## config.mk

```make
export PLATFORM = sky130hd
export DESIGN_NAME = regfile_sb
export DESIGN_NICKNAME = d
export VERILOG_FILES = /design/src/rtl/regfile_pkg.sv /design/src/rtl/regfile_scoreboard.sv /design/src/rtl/regfile_sb.sv
export SDC_FILE = /design/constraint.sdc
export NUM_CORES = 1
export LEC_CHECK = 0
export CORE_MARGIN = 8
export CORE_UTILIZATION = 40
export DETAILED_ROUTE_END_ITERATION = 8
export SLEW_MARGIN = 20
export SYNTH_ARGS = -nofsm -noshare
export SYNTH_HDL_FRONTEND = slang
export SYNTH_SLANG_ARGS = --single-unit
```

## constraint.sdc

```tcl
create_clock -name clk -period 6.9 [get_ports clk]
set_clock_uncertainty 0.1 [all_clocks]
set_input_delay 0.69 -clock clk [delete_from_list [all_inputs] [get_ports clk]]
set_output_delay 0.69 -clock clk [all_outputs]
set_load 0.005 [all_outputs]
```

## src/rtl/regfile_pkg.sv

```systemverilog
// Shared types and default sizing for the register file with scoreboard.
package regfile_pkg;

    typedef enum logic {
        CLEAR = 1'b0,
        RUN   = 1'b1
    } state_t;

    localparam int DEF_WIDTH = 32;
    localparam int DEF_DEPTH = 32;
    localparam int DEF_NREAD = 2;

endpackage

```

## src/rtl/regfile_scoreboard.sv

```systemverilog
// Write-pending scoreboard: one bit per register, set on lock, released on writeback.
module regfile_scoreboard
    import regfile_pkg::*;
#(
    parameter int DEPTH    = DEF_DEPTH,
    parameter bit ZERO_REG = 1'b1,
    localparam int AW      = $clog2(DEPTH)
) (
    input  logic             clk,
    input  logic             rst,
    input  logic             run,
    input  logic             lock,
    input  logic [AW-1:0]    lockaddr,
    input  logic             we,
    input  logic [AW-1:0]    writeaddr,
    output logic [DEPTH-1:0] pending
);

    logic lock_ok;
    logic release_ok;

    assign lock_ok    = lock && !(ZERO_REG && (lockaddr == '0));
    assign release_ok = we && !(ZERO_REG && (writeaddr == '0));

    // The set is applied after the clear so a new producer wins a same-address collision.
    always_ff @(posedge clk) begin
        if (rst) begin
            pending <= '0;
        end else if (run) begin
            if (release_ok) pending[writeaddr] <= 1'b0;
            if (lock_ok)    pending[lockaddr]  <= 1'b1;
        end
    end

endmodule

```

## src/rtl/regfile_sb.sv

```systemverilog
// Multi-read-port register file with write bypass, pending scoreboard and post-reset clear sweep.
//   state | meaning
//   CLEAR | sweeping zeros into every entry, outputs forced to 0, writes/locks dropped
//   RUN   | normal operation, ready = 1
module regfile_sb
    import regfile_pkg::*;
#(
    parameter int WIDTH    = DEF_WIDTH,
    parameter int DEPTH    = DEF_DEPTH,
    parameter int NREAD    = DEF_NREAD,
    parameter bit ZERO_REG = 1'b1,
    localparam int AW      = $clog2(DEPTH)
) (
    input  logic                   clk,
    input  logic                   rst,
    output logic                   ready,
    input  logic                   we,
    input  logic [AW-1:0]          writeaddr,
    input  logic [WIDTH-1:0]       writedata,
    input  logic                   lock,
    input  logic [AW-1:0]          lockaddr,
    input  logic [NREAD*AW-1:0]    readaddr,
    output logic [NREAD*WIDTH-1:0] readdata,
    output logic [NREAD-1:0]       readbusy
);

    localparam logic [AW-1:0] LAST = AW'(DEPTH - 1);

    state_t           state;
    logic [AW-1:0]    idx;
    logic [WIDTH-1:0] mem [DEPTH];
    logic [DEPTH-1:0] pending;
    logic             run;
    logic             wr_ok;

    assign run   = (state == RUN);
    assign wr_ok = run && we && !(ZERO_REG && (writeaddr == '0));

    always_ff @(posedge clk) begin
        if (rst) begin
            state <= CLEAR;
            idx   <= '0;
            ready <= 1'b0;
        end else begin
            case (state)
                CLEAR: begin
                    idx <= idx + AW'(1);
                    if (idx == LAST) begin
                        state <= RUN;
                        ready <= 1'b1;
                    end
                end
                RUN: begin
                    ready <= 1'b1;
                end
                default: begin
                    state <= CLEAR;
                    idx   <= '0;
                    ready <= 1'b0;
                end
            endcase
        end
    end

    // Storage has no reset of its own; the sweep is what clears it.
    always_ff @(posedge clk) begin
        if (!rst) begin
            if (state == CLEAR) mem[idx] <= '0;
            else if (wr_ok)     mem[writeaddr] <= writedata;
        end
    end

    regfile_scoreboard #(
        .DEPTH    (DEPTH),
        .ZERO_REG (ZERO_REG)
    ) u_scoreboard (
        .clk       (clk),
        .rst       (rst),
        .run       (run),
        .lock      (lock),
        .lockaddr  (lockaddr),
        .we        (we),
        .writeaddr (writeaddr),
        .pending   (pending)
    );

    for (genvar p = 0; p < NREAD; p++) begin : g_read
        logic [AW-1:0]    ra;
        logic [WIDTH-1:0] rd;
        logic             busy;

        assign ra = readaddr[p*AW +: AW];

        always_comb begin
            rd   = '0;
            busy = 1'b0;
            if (!run) begin
                rd   = '0;
                busy = 1'b0;
            end else if (ZERO_REG && (ra == '0)) begin
                rd   = '0;
                busy = 1'b0;
            end else if (we && (ra == writeaddr)) begin
                rd   = writedata;
                busy = 1'b0;
            end else begin
                rd   = mem[ra];
                busy = pending[ra];
            end
        end

        assign readdata[p*WIDTH +: WIDTH] = rd;
        assign readbusy[p]                = busy;
    end

endmodule

```

== After elaboration in Yosys (flattened, before gate mapping) ==
Memories as Yosys holds them, arrays and structs flattened.
Cells that the tools add are included.
Word-level totals
  flip-flop bits (word level): 39
  memory bits (writable): 1024
  output and inout port bits: 67
  logic and storage cells: 73
  memories: 1
Cells by class
  add/subtract/negate cells: 1
  $lt $le $gt $ge: 6
  equal/unequal tests: 4
  mux-type cells: 38
  bitwise gates (word level): 4
  reductions and logical operators: 15
Memories
  mem: depth 32, bits a word 32, read ports 2, clocked after Yosys merged registers in 0, write ports 1, RTL line regfile_sb.sv:31  | logic [WIDTH-1:0] mem [DEPTH];
Operators by type and width (count)
  32-bit two-way mux: 11
  32-bit AND: 1
  32-bit inverter: 1
  32-bit OR: 1
  32-bit OR reduction: 1
  5-bit by 6-bit < comparator with 1-bit output, second input constant: 4
  1-bit two-way mux: 21
  5-bit logical NOT: 4
  1-bit binary-select mux with 5-bit select: 2
  1-bit demux with 5-bit select: 2
  5-bit == test: 2
  5-bit by 1-bit >= comparator with 1-bit output, second input constant: 2
  1-bit logical AND: 8
  5-bit by 1-bit adder with 5-bit output, second input constant: 1
  5-bit == test, second input constant: 1
  5-bit two-way mux: 1
  1-bit logical NOT: 2
  2-bit inequality test, second input constant: 1
  1-bit one-hot mux with 2 select lines: 1
  1-bit inverter: 1

== Depth between registers and ports, before layout ==
  word-level depth: 11
  mapped depth: 10
  depth with buffers taken out: 5

== Cells and area by module ==
From an unflattened synthesis, not the netlist that was laid out.
Unflattened totals
  cells, all modules: 3026
  area total of the unflattened synthesis: 51011.4 um^2
Modules (own cells, without submodules)
  regfile_sb: times used 1, cells each 2867, area an instance 49637.6 um^2, seq. area each 30889.6 um^2
  regfile_scoreboard: times used 1, cells each 159, area an instance 1373.8 um^2, seq. area each 640.6 um^2

== Least setup slack after synthesis ==
Ideal clock, no wire load.
  path kind: input to register
  start point: input port writeaddr[2]
  end point: memory mem[28][0] in the netlist's numbering, enable pin
  library setup time: 0.421 ns
  data arrival time: 3.419 ns
  required time: 6.379 ns
  path slack: 2.960 ns
  stages: 7
  buffers on the path: 2
  cell sequence: buf_2 > nor3_1 > a211o_1 > buf_2 > mux2_2 > nand2b_1 > nor2_1
On the way
  longest elaborated chain between the ends: 9
  elaborated cells between the ends (all ways): 10
  those cells by class: 6 x mux; 4 x reduce/logical
RTL lines
  from (decl): RTL line regfile_sb.sv:18  | input logic [AW-1:0] writeaddr,
  5-bit logical NOT: RTL line regfile_sb.sv:37  | assign wr_ok = run && we && !(ZERO_REG && (writeaddr == '0));
  1-bit logical NOT: RTL line regfile_sb.sv:37
  1-bit logical AND: RTL line regfile_sb.sv:37
  1-bit two-way mux: RTL line regfile_sb.sv:69  | else if (wr_ok) mem[writeaddr] <= writedata;
  1-bit two-way mux: RTL line regfile_sb.sv:68  | if (state == CLEAR) mem[idx] <= '0;
  1-bit two-way mux: RTL line regfile_sb.sv:67  | if (!rst) begin
  1-bit two-way mux (not written as such): RTL line regfile_sb.sv:69
  32-bit OR reduction (no line)
  5-bit two-way mux (no line) / 1-bit two-way mux (equally long branches)
  to (decl): RTL line regfile_sb.sv:31
Several ways; a longest one is shown, not always the timed one.

== Worst setup path after layout ==
  start point: input port readaddr[7]
  end point: output port readdata[47]
On the way
  longest elaborated chain between the ends: 5
  elaborated cells between the ends (all ways): 7
  those cells by class: 1 x eq/ne; 3 x mux; 2 x reduce/logical; 1 x memory
RTL lines
  from (decl): RTL line regfile_sb.sv:22  | input logic [NREAD*AW-1:0] readaddr,
  parallel branches: the longest is 3 deep, another holds memory read 32 x 32 bit
  32-bit two-way mux *: RTL line regfile_sb.sv:100  | end else if (ZERO_REG && (ra == '0)) begin
  32-bit two-way mux *: RTL line regfile_sb.sv:97  | if (!run) begin
  to (decl): RTL line regfile_sb.sv:23  | output logic [NREAD*WIDTH-1:0] readdata,
Mark *: on every way between the ends.

==> impl_metrics.csv <==
group,metric,value,unit
detailed_routing,via_count,32270,
place,post_dp_cell_area,53900,µm²
outcome,status,"completed",
critical_path,r2r_slack,2.54,ns
synthesis,async_flop_share,0,%
clock_network,clk_pin_slew,0.06,ns
clock_network,cts_hold_buffers,0,
layout,finalInstanceArea,57600,µm²
layout,fill_cells,10889,
clock_network,tritoncts,"done",
global_routing,antenna_found_initial,6,
synthesis,ys_seq_area_share,62.0,%
critical_path,start_kind,"primary input",
hold_path,min_path_cells,2,
sta,period_share,77.0,%
sta,tns,0,ns
clock_network,cts_buffer_depth,3,
synthesis,synthAdderAreaFrac,0.0492,%
detailed_routing,routed_wl,169000,µm
power_and_ir_drop,leakage,19.9,nW
power_and_ir_drop,intPower,10.8,mW
place,portBuffers,122,
synthesis,synth_enable_flop_cells,1024,
synthesis,synth_area,50800,µm²
clock_network,cts_sinks,1063,
global_routing,grt_pass1_wl,240000,µm
global_routing,overflow,0,
synthesis,syn_avg_cell_area,16.9,µm²
floorplanning,die_y,373,µm
critical_path,r2r_end,"mem[23][8]",
sta,report.final.setup_viol,0,
floorplanning,core_area,127000,µm²
critical_path,startpoint,"readaddr[7]",
clock_network,cts_root_buffer,"clkbuf_16",
power_and_ir_drop,p_seq_share,50.5,%
synthesis,ys_types,55,
power_and_ir_drop,power_frac_comb,6.3,%
synthesis,synth_top_family_by_area,"multiplexers",
detailed_routing,wl_per_cell,34.8,µm
run,cap_violations,0,
layout,area_growth,13.3,%
sta,slew_headroom,19.8,%
floorplanning,rows,131,
synthesis,synth-compound-area-share,7.94,%
critical_path,critical_path.endpoint,"readdata[47]",
floorplanning,die_area,139000,µm²
power_and_ir_drop,switching_share,22.6,%
clock_network,post-cts-setup-buffers,0,
clock_network,htree_levels,3,
synthesis,synth_area_leader_cell,"edfxtp_1",
global_routing,grt_usage,23.9,%
sta,hold_viol_final,0,
global_routing,grt_max_degree,98,
power_and_ir_drop,vdd_drop_max,0.000215,V
detailed_routing,drt-pass1-iter-count,6,
synthesis,synth_simple_gate_area_share,3.87,%
clock_network,cts-buffers-inserted,111,
sta,fin_crit,5.31,ns
sta,rsz0062_at_grt,"false",
layout,drive_gt1_share,22.6,%
synthesis,yosys.area.top_type_share,60.5,%
floorplanning,die_w,373,µm
hold_path,hold_class,"reg2reg",
synthesis,synth_area_leaders,"edfxtp_1 60%, mux4_2 16%, mux2i_1 6.9%",
synthesis,synth_commonest_cells,"1024 x edfxtp_1, 365 x mux4_2, 352 x mux2i_1, 143 x o22ai_1, 93 x buf_2",
sta,worst_slew_pin_slew,1.20,ns
synthesis,syn_nets,3071,
critical_path,cp-end-kind,"primary output",
critical_path,crit_type,"in2out",
layout,nets,3156,
clock_network,clk_latency,0.71,ns
clock_network,cts.repair.resized,0,
synthesis,yosys.area_share.xor_xnor,0.207,%
detailed_routing,postRouteAntennaNets,0,
synthesis,syn_inst,3013,
floorplanning,initial_core_util,40.1,%
sta,max_freq,188,MHz
synthesis,yosys_register_bits,1063,
synthesis,synth.mux.area_fraction,23.2,%
critical_path,crit_arrival,4.52,ns
place,gpl.final_weighted_congestion,0.846,
floorplanning,ios,123,
synthesis,ys_warn_count,0,
power_and_ir_drop,p_clk_share,43.2,%
detailed_routing,drt_iter0_drc,3956,
power_and_ir_drop,power_density,242,nW/µm²
global_routing,grt_pass1_vias,32779,
detailed_routing,drc,0,
critical_path,rr_worst_depth,8,
critical_path,timing.rr.start,"run",
place,dp_cells,4645,
synthesis,ys.flop_type,"edfxtp_1",
synthesis,synth.most_common_cell,"edfxtp_1",
critical_path,worstPathMaxFanout,68,
sta,maxSlewViolCount,0,
detailed_routing,via_per_inst,6.65,
critical_path,required,6.11,ns
power_and_ir_drop,power_switching,3.14,mW
layout,layout.cells.non_filler,4856,
place,dp_hpwl,104000,µm
==> metal layers <==
layer | up-vias | track usage [%] | share of wire (%)
met5 | - | 0 | 0.0077
met4 | 2 | 9.13 | 4.0
met3 | 395 | 5.51 | 10
met2 | 1960 | 38.8 | 48
met1 | 17062 | 31.4 | 38
li1 | 12851 | - | -
==> power groups by stage <==
stage / registers, mW / clock network, mW / logic [mW]
2_1_floorplan: 7.16 / 0 / 0.577
3_3_place_gp: 7.16 / 0 / 0.866
3_5_place_dp: 7.16 / 0 / 0.868
4_1_cts: 7.02 / 6.08 / 0.869
5_1_grt: 7.03 / 6.31 / 0.908
6_report: 7.02 / 6.01 / 0.878
==> state kept, by name, indices dropped and copies added, names as in the netlist <==
name	count
ready	1
u_scoreboard.pending	32
mem	1024
run	1
idx	5
==> area by class of cell <==
| cell class | instances | area (µm²) | share of cell area (%) |
|---|---|---|---|
| Antenna cell | 2 | 5.00 | 0.00869 |
| Clock buffer | 130 | 2870 | 4.98 |
| Clock inverter | 77 | 734 | 1.28 |
| Inverter | 4 | 15.0 | 0.0261 |
| Multi-Input combinational cell | 1694 | 18300 | 31.7 |
| Sequential cell | 1063 | 31500 | 54.7 |
| Tap cell | 1662 | 2080 | 3.61 |
| Timing Repair Buffer | 224 | 2110 | 3.66 |
==> cells by family (layout without fill, tap and decap cells) <==
family	Yosys count	in the layout
flip-flops	1063	1063
multiplexers	721	721
AO/OA/AOI/OAI	577	577
AND/OR/NAND/NOR	382	382
buffers and inverters	256	435
XOR/XNOR	12	12
adder cells (fa/ha/maj)	2	2
other	0	2
==> metrics by stage <==
step	worst slack [ns]	total power, mW	util [%]	hold WS (ns)
after CTS	1.67	14.0	45.4	0.360
final	1.59	13.9	45.4	0.352
after detailed placement	1.68	8.03	42.5	0.351
after floorplan	2.96	7.73	-	0.342
after global placement	1.67	8.02	42.5	0.337
after global routing	1.52	14.2	45.4	0.376
==> worst max-delay path, cell delays in order <==
cell and delay, ns:
buf_4 0.61, buf_12 0.43, and2_1 1.00, a22oi_1 0.24, nand3_1 0.14, o21ai_0 0.27, o32a_1 0.46, clkdlybuf4s50_1 0.47
==> worst min path at each step <==
stage | slack, ns | end | start
2_1_floorplan | 0.34 | ready | ready
3_3_place_gp | 0.34 | ready | ready
3_5_place_dp | 0.35 | ready | ready
4_1_cts | 0.36 | ready | ready
5_1_grt | 0.38 | ready | ready
6_report | 0.35 | ready | ready
==> cell usage in the layout, fill, tap and decap left out, types with 18 or more instances in the layout <==
cell,synthesis,layout
clkbuf_1,89,18
mux4_2,365,365
a21oi_1,35,35
edfxtp_1,1024,1024
nand3_1,27,25
nor3_1,53,53
and2_2,0,19
nor2b_1,65,62
nor2_1,61,27
clkbuf_16,0,112
a211oi_1,55,54
clkinv_1,0,30
nor2_4,0,34
buf_4,33,93
clkdlybuf4s50_1,0,114
mux2i_1,352,352
o22ai_1,143,143
nand2_1,82,82
a31oi_1,42,42
a22oi_1,88,88
clkinv_2,0,19
dfxtp_1,39,39
o22a_1,40,40
o32a_1,60,60
o21ai_0,92,92
nand2b_1,22,19
Power figures use the tool's default switching activity.
